[config.mk]
export PLATFORM = sky130hd
export DESIGN_NAME = rv32i_muldiv_unit
export DESIGN_NICKNAME = d
export VERILOG_FILES = /design/src/rtl/rv32i_muldiv_unit.sv
export SDC_FILE = /design/constraint.sdc
export NUM_CORES = 1
export LEC_CHECK = 0
export CAP_MARGIN = 20
export CORE_MARGIN = 2
export CORE_UTILIZATION = 27
export CTS_CLUSTER_DIAMETER = 150
export CTS_CLUSTER_SIZE = 24
export DETAILED_ROUTE_END_ITERATION = 8
export GPL_ROUTABILITY_DRIVEN = 1
export PLACE_DENSITY_LB_ADDON = 0.3
export REMOVE_ABC_BUFFERS = 1
export SLEW_MARGIN = 20
export SYNTH_ARGS = -nofsm -noshare
export SYNTH_HDL_FRONTEND = slang
export SYNTH_SLANG_ARGS = --single-unit
export TNS_END_PERCENT = 100
[constraint.sdc]
create_clock -name clk -period 9 [get_ports clk]
set_input_delay 2.7 -clock clk [delete_from_list [all_inputs] [get_ports clk]]
set_output_delay 2.7 -clock clk [all_outputs]
set_load 0.005 [all_outputs]
[src/rtl/rv32i_muldiv_unit.sv]
// Iterative RV32M multiply/divide unit for the EX stage.
// Shift-add multiply and restoring divide, BITS_PER_CYCLE bits per iteration.
module rv32i_muldiv_unit #(
    parameter int unsigned WIDTH          = 32,
    parameter int unsigned BITS_PER_CYCLE = 1,
    parameter int unsigned TAG_WIDTH      = 5
) (
    input  logic                 clk,
    input  logic                 rst,
    input  logic                 i_valid,
    output logic                 o_ready,
    input  logic [2:0]           i_op,
    input  logic [WIDTH-1:0]     i_rs1_data,
    input  logic [WIDTH-1:0]     i_rs2_data,
    input  logic [TAG_WIDTH-1:0] i_tag,
    input  logic                 i_flush,
    output logic                 o_valid,
    input  logic                 i_result_ready,
    output logic [WIDTH-1:0]     o_result,
    output logic [TAG_WIDTH-1:0] o_tag,
    output logic                 o_busy
);

    localparam int unsigned ITER  = WIDTH / BITS_PER_CYCLE;
    localparam int unsigned CNT_W = $clog2(ITER + 1);
    localparam int unsigned SUM_W = WIDTH + BITS_PER_CYCLE;
    localparam int unsigned PRD_W = 2 * WIDTH;

    localparam logic [2:0] OP_MUL    = 3'b000;
    localparam logic [2:0] OP_MULH   = 3'b001;
    localparam logic [2:0] OP_MULHSU = 3'b010;
    localparam logic [2:0] OP_MULHU  = 3'b011;
    localparam logic [2:0] OP_DIV    = 3'b100;
    localparam logic [2:0] OP_DIVU   = 3'b101;
    localparam logic [2:0] OP_REM    = 3'b110;

    typedef enum logic [1:0] {S_IDLE, S_CALC, S_FIX, S_DONE} state_t;

    state_t             state_q, state_nxt;
    logic [2:0]         op_q;
    logic               neg_q;
    logic [WIDTH-1:0]   a_mag_q, b_mag_q;
    logic [PRD_W-1:0]   prod_q;
    logic [WIDTH-1:0]   rem_q;
    logic [CNT_W-1:0]   cnt_q;

    logic               accept_c, special_c, rs1_signed_c, rs2_signed_c, s1_c, s2_c, neg_c;
    logic               div_zero_c, div_ovf_c;
    logic [WIDTH-1:0]   a_mag_c, b_mag_c, special_res_c;

    // Operand decode at accept: signedness, magnitudes, result sign, special cases
    always_comb begin
        accept_c     = i_valid && (state_q == S_IDLE) && !i_flush;
        rs1_signed_c = (i_op == OP_MULH) || (i_op == OP_MULHSU) || (i_op == OP_DIV) || (i_op == OP_REM);
        rs2_signed_c = (i_op == OP_MULH) || (i_op == OP_DIV) || (i_op == OP_REM);
        s1_c         = rs1_signed_c && i_rs1_data[WIDTH-1];
        s2_c         = rs2_signed_c && i_rs2_data[WIDTH-1];
        a_mag_c      = s1_c ? (WIDTH'(0) - i_rs1_data) : i_rs1_data;
        b_mag_c      = s2_c ? (WIDTH'(0) - i_rs2_data) : i_rs2_data;
        case (i_op)
            OP_MULH, OP_DIV:   neg_c = s1_c ^ s2_c;
            OP_MULHSU, OP_REM: neg_c = s1_c;
            default:           neg_c = 1'b0;
        endcase
        div_zero_c    = (i_rs2_data == '0);
        div_ovf_c     = ((i_op == OP_DIV) || (i_op == OP_REM))
                        && (i_rs1_data == {1'b1, {(WIDTH-1){1'b0}}})
                        && (&i_rs2_data);
        special_c     = i_op[2] && (div_zero_c || div_ovf_c);
        if (div_zero_c) special_res_c = i_op[1] ? i_rs1_data : '1;
        else            special_res_c = i_op[1] ? '0 : i_rs1_data;
    end

    logic [SUM_W-1:0] hi_sum_c;
    logic [PRD_W-1:0] mul_nxt_c;
    logic [WIDTH:0]   sh_c, diff_c;
    logic [WIDTH-1:0] q_c, r_c;

    // One CALC iteration: BITS_PER_CYCLE multiplier digits or quotient bits
    always_comb begin
        hi_sum_c  = SUM_W'(prod_q[PRD_W-1:WIDTH])
                  + SUM_W'(a_mag_q) * SUM_W'(prod_q[BITS_PER_CYCLE-1:0]);
        mul_nxt_c = {hi_sum_c, prod_q[WIDTH-1:BITS_PER_CYCLE]};
        q_c       = prod_q[WIDTH-1:0];
        r_c       = rem_q;
        sh_c      = '0;
        diff_c    = '0;
        for (int i = 0; i < int'(BITS_PER_CYCLE); i++) begin
            sh_c   = {r_c, q_c[WIDTH-1]};
            diff_c = sh_c - {1'b0, b_mag_q};
            r_c    = diff_c[WIDTH] ? sh_c[WIDTH-1:0] : diff_c[WIDTH-1:0];
            q_c    = {q_c[WIDTH-2:0], ~diff_c[WIDTH]};
        end
    end

    logic [PRD_W-1:0] prod_fix_c;
    logic [WIDTH-1:0] quo_fix_c, rem_fix_c, fix_res_c;

    // Sign correction and result selection
    always_comb begin
        prod_fix_c = neg_q ? (PRD_W'(0) - prod_q) : prod_q;
        quo_fix_c  = neg_q ? (WIDTH'(0) - prod_q[WIDTH-1:0]) : prod_q[WIDTH-1:0];
        rem_fix_c  = neg_q ? (WIDTH'(0) - rem_q) : rem_q;
        case (op_q)
            OP_MUL:                        fix_res_c = prod_fix_c[WIDTH-1:0];
            OP_MULH, OP_MULHSU, OP_MULHU:  fix_res_c = prod_fix_c[PRD_W-1:WIDTH];
            OP_DIV, OP_DIVU:               fix_res_c = quo_fix_c;
            default:                       fix_res_c = rem_fix_c;
        endcase
    end

    // State register
    always_ff @(posedge clk or negedge rst) begin
        if (!rst) state_q <= S_IDLE;
        else      state_q <= state_nxt;
    end

    // Next-state logic; flush dominates everything
    always_comb begin
        state_nxt = state_q;
        case (state_q)
            S_IDLE: if (accept_c) state_nxt = special_c ? S_DONE : S_CALC;
            S_CALC: if (cnt_q == CNT_W'(ITER - 1)) state_nxt = S_FIX;
            S_FIX:  state_nxt = S_DONE;
            S_DONE: if (i_result_ready) state_nxt = S_IDLE;
            default: state_nxt = S_IDLE;
        endcase
        if (i_flush) state_nxt = S_IDLE;
    end

    // Handshake status outputs
    always_comb begin
        o_ready = (state_q == S_IDLE);
        o_busy  = (state_q != S_IDLE);
    end

    // Datapath and registered result outputs
    always_ff @(posedge clk or negedge rst) begin
        if (!rst) begin
            op_q     <= '0;
            neg_q    <= 1'b0;
            a_mag_q  <= '0;
            b_mag_q  <= '0;
            prod_q   <= '0;
            rem_q    <= '0;
            cnt_q    <= '0;
            o_valid  <= 1'b0;
            o_result <= '0;
            o_tag    <= '0;
        end else begin
            o_valid <= (state_nxt == S_DONE);
            case (state_q)
                S_IDLE: if (accept_c) begin
                    op_q    <= i_op;
                    o_tag   <= i_tag;
                    neg_q   <= neg_c;
                    a_mag_q <= a_mag_c;
                    b_mag_q <= b_mag_c;
                    prod_q  <= {WIDTH'(0), (i_op[2] ? a_mag_c : b_mag_c)};
                    rem_q   <= '0;
                    cnt_q   <= '0;
                    if (special_c) o_result <= special_res_c;
                end
                S_CALC: begin
                    cnt_q  <= cnt_q + CNT_W'(1);
                    prod_q <= op_q[2] ? {prod_q[PRD_W-1:WIDTH], q_c} : mul_nxt_c;
                    rem_q  <= r_c;
                end
                S_FIX:   o_result <= fix_res_c;
                default: ;
            endcase
        end
    end

endmodule
==> results.json <==
{
  "vias_per_cell": 5.46,
  "io_buffers": 116,
  "cts_tree": "yes",
  "whs_endpoint": "a_mag_q[16]",
  "fmax_mhz": 159,
  "rsz0062_at_grt": "false",
  "vias": 16600,
  "nets": 2337,
  "leakage_nw": 7.95,
  "yosysSeqAreaShare_pct": 30.2,
  "hold_viol": 0,
  "antennaDiodeCount": 0,
  "ir_drop_v": 0.000123,
  "worst_pin_slew_ps": 1080,
  "drive_gt1_share_pct": 4.34,
  "grt_overflow": 0,
  "arrival_ps": 6700,
  "regToRegStartpoint": "prod_q[31]",
  "period_needed_ps": 6300,
  "status": "finished, final reports clean",
  "wl_per_cell_um": 20.7,
  "hp-start": "a_mag_q[16]",
  "cts_resized": 0,
  "post-place-ws_ps": 2260,
  "required_ps": 9400,
  "cts_setup_buffers": 0,
  "route.detailed.drc": 0,
  "clock-root-buffer": "clkbuf_16",
  "endpoint_kind": "flop",
  "async_flop_share_pct": 100,
  "clk_latency_ps": 510,
  "synth_edf_count": 0,
  "r2r_setup_slack_ps": 4990,
  "grt_antenna_before_repair": 1,
  "syn2layout_area_growth_pct": 13.0,
  "coreArea_mm2": 0.0641,
  "synth_top_cell_by_area": "dfrtp_1",
  "setup_tns_ps": 0,
  "drtIter0Drc": 1295,
  "setup_ws_ps": 2700,
  "worstSetupPathType": "in2reg",
  "slew_headroom_pct": 27.5,
  "hold_depth": 2,
  "start_kind": "primary input",
  "yosysUniqueCellTypes": 80,
  "netlist_instances": 2173,
  "postSynthAreaPerCell_um2": 8.02,
  "postRouteAntennaNets": 0,
  "grt_max_degree": 140,
  "post-dp-hpwl_mm": 47.4,
  "die-area_mm2": 0.0666,
  "grt_usage_pct": 18.4,
  "finalMaxSlewViolations": 0,
  "ctsLongestPathBuffers": 3,
  "numCtsBuffers": 12,
  "r2r_end": "rem_q[8]",
  "worstPathMaxFanout": 65,
  "power.density_mw_per_mm2": 250,
  "gp_congestion": 0.937,
  "synth_ff_type": "dfrtp_1",
  "maxCapViolCount": 0,
  "skew_ps": 21.4,
  "wl_mm": 63.2,
  "path_clk_slew_ps": 120,
  "boundaryPins": 117,
  "row_count": 93,
  "finalSetupViolCount": 0,
  "holdBufCountCts": 0,
  "grt_pass1_vias": 15400,
  "synth_warnings": 0,
  "die_w_um": 258,
  "h-tree-depth": 1,
  "initial_core_util_pct": 27.2,
  "period_share_pct": 70.0,
  "hold_class": "reg2reg",
  "synth.most_common_cell": "nand2_1",
  "ff2ff_path_depth": 13,
  "grt_first_pass_wirelength_mm": 95.6,
  "drtPass1Iterations": 5,
  "die_h_um": 258,
  "ys_top_cells_by_count": "nand2_1, o21ai_0, dfrtp_1, a21oi_1, clkbuf_1",
  "ys_ff_latch": 210,
  "clock-sinks": 210,
  "synth_area_mm2": 0.0174,
  "synth.area.top_cells": "dfrtp_1, o21ai_0, nand2_1, ha_1, xor2_1",
  "yosysTopAreaCellShare_pct": 30.2
}
## layout make-up
class	count	area, um^2
sequential	210	5260
clock inverter	1	8.76
tap	855	1070
timing repair buffer	143	1380
clock buffer	15	333
fill	6737	44400
inverter	76	285
multi-input combinational	1745	11300
## power by group
group	internal, mW	total [mW]	switching [mW]
clock network	0.266	0.628	0.362
registers	1.17	1.55	0.379
logic	1.15	2.74	1.60
total	2.58	4.92	2.34
## worst max-delay path: stages
cell	delay, ps
clkdlybuf4s50_1	490
or4_1	570
or2_1	340
or4_4	570
nor4_4	270
and3_2	810
o31ai_4	110
buf_4	360
o311a_1	440
## worst max-delay path by stage
| stage | start | end | slack [ps] | depth (start not counted) |
|---|---|---|---|---|
| 2_1_floorplan | i_valid | prod_q[29] | 1470 | 4 |
| 3_3_place_gp | i_rs2_data[6] | o_result[18] | 2350 | 9 |
| 3_5_place_dp | i_rs2_data[6] | o_result[18] | 2260 | 9 |
| 4_1_cts | i_rs2_data[6] | o_result[18] | 2800 | 9 |
| 5_1_grt | i_rs2_data[14] | o_result[18] | 2520 | 9 |
| 6_report | i_rs2_data[6] | o_result[18] | 2700 | 9 |
## placed cells by master, fill, tap and decap left out, types with 15 or more instances in the layout
cell type,n
nand2_1,267
o21ai_0,249
dfrtp_1,208
a21oi_1,132
nor2_1,116
clkdlybuf4s50_1,114
xor2_1,92
xnor2_1,90
inv_1,74
mux2i_1,74
ha_1,70
nand3_1,57
o31ai_1,49
nor3_1,43
and2_1,42
a31oi_1,36
a21o_1,35
a211oi_1,27
buf_4,25
maj3_1,24
nand2b_1,23
or3_1,22
or4_1,21
nor4_1,19
nand4_1,19
o221ai_1,16
o22ai_1,16
mux2_2,15
## registers in the layout, summed over array words and instances (netlist names), 2 cells and up
name and flops:
op_q 3, cnt_q 6, b_mag_q 32, o_result 32, prod_q 64, state_q 2, rem_q 32, a_mag_q 32
o_tag 5
## per-layer routing
layer | track usage [%] | wire [um] | vias to the layer above
met5 | 0.285 | 38 | -
met4 | 4.88 | 1790 | 4
met3 | 3.61 | 4840 | 87
met2 | 28.3 | 27600 | 626
met1 | 26.0 | 28900 | 7989
li1 | - | - | 7910
## metrics by stage
stage          instance area [um^2]  instances  hold slack (ps)  total power, mW  util (%)
2_1_floorplan                 16800       2031              438             3.47         -
3_3_place_gp                  19300       3029              460             4.21      30.2
3_5_place_dp                  19300       3029              461             4.27      30.2
4_1_cts                       19700       3045              493             4.91      30.7
5_1_grt                       19700       3045              511             5.31      30.7
6_report                      19700       3045              488             4.92      30.7
## logic make-up (layout without fill, tap and decap cells)
group	Yosys count	after routing	synth area share (%)
compound gates	685	685	24.4
xor+xnor	183	183	9.24
fa+ha+maj	96	96	6.64
buf+inv	218	235	4.99
flops	210	210	30.2
mux	89	89	5.22
simple gates	692	692	19.3
Power figures use the tool's default switching activity.
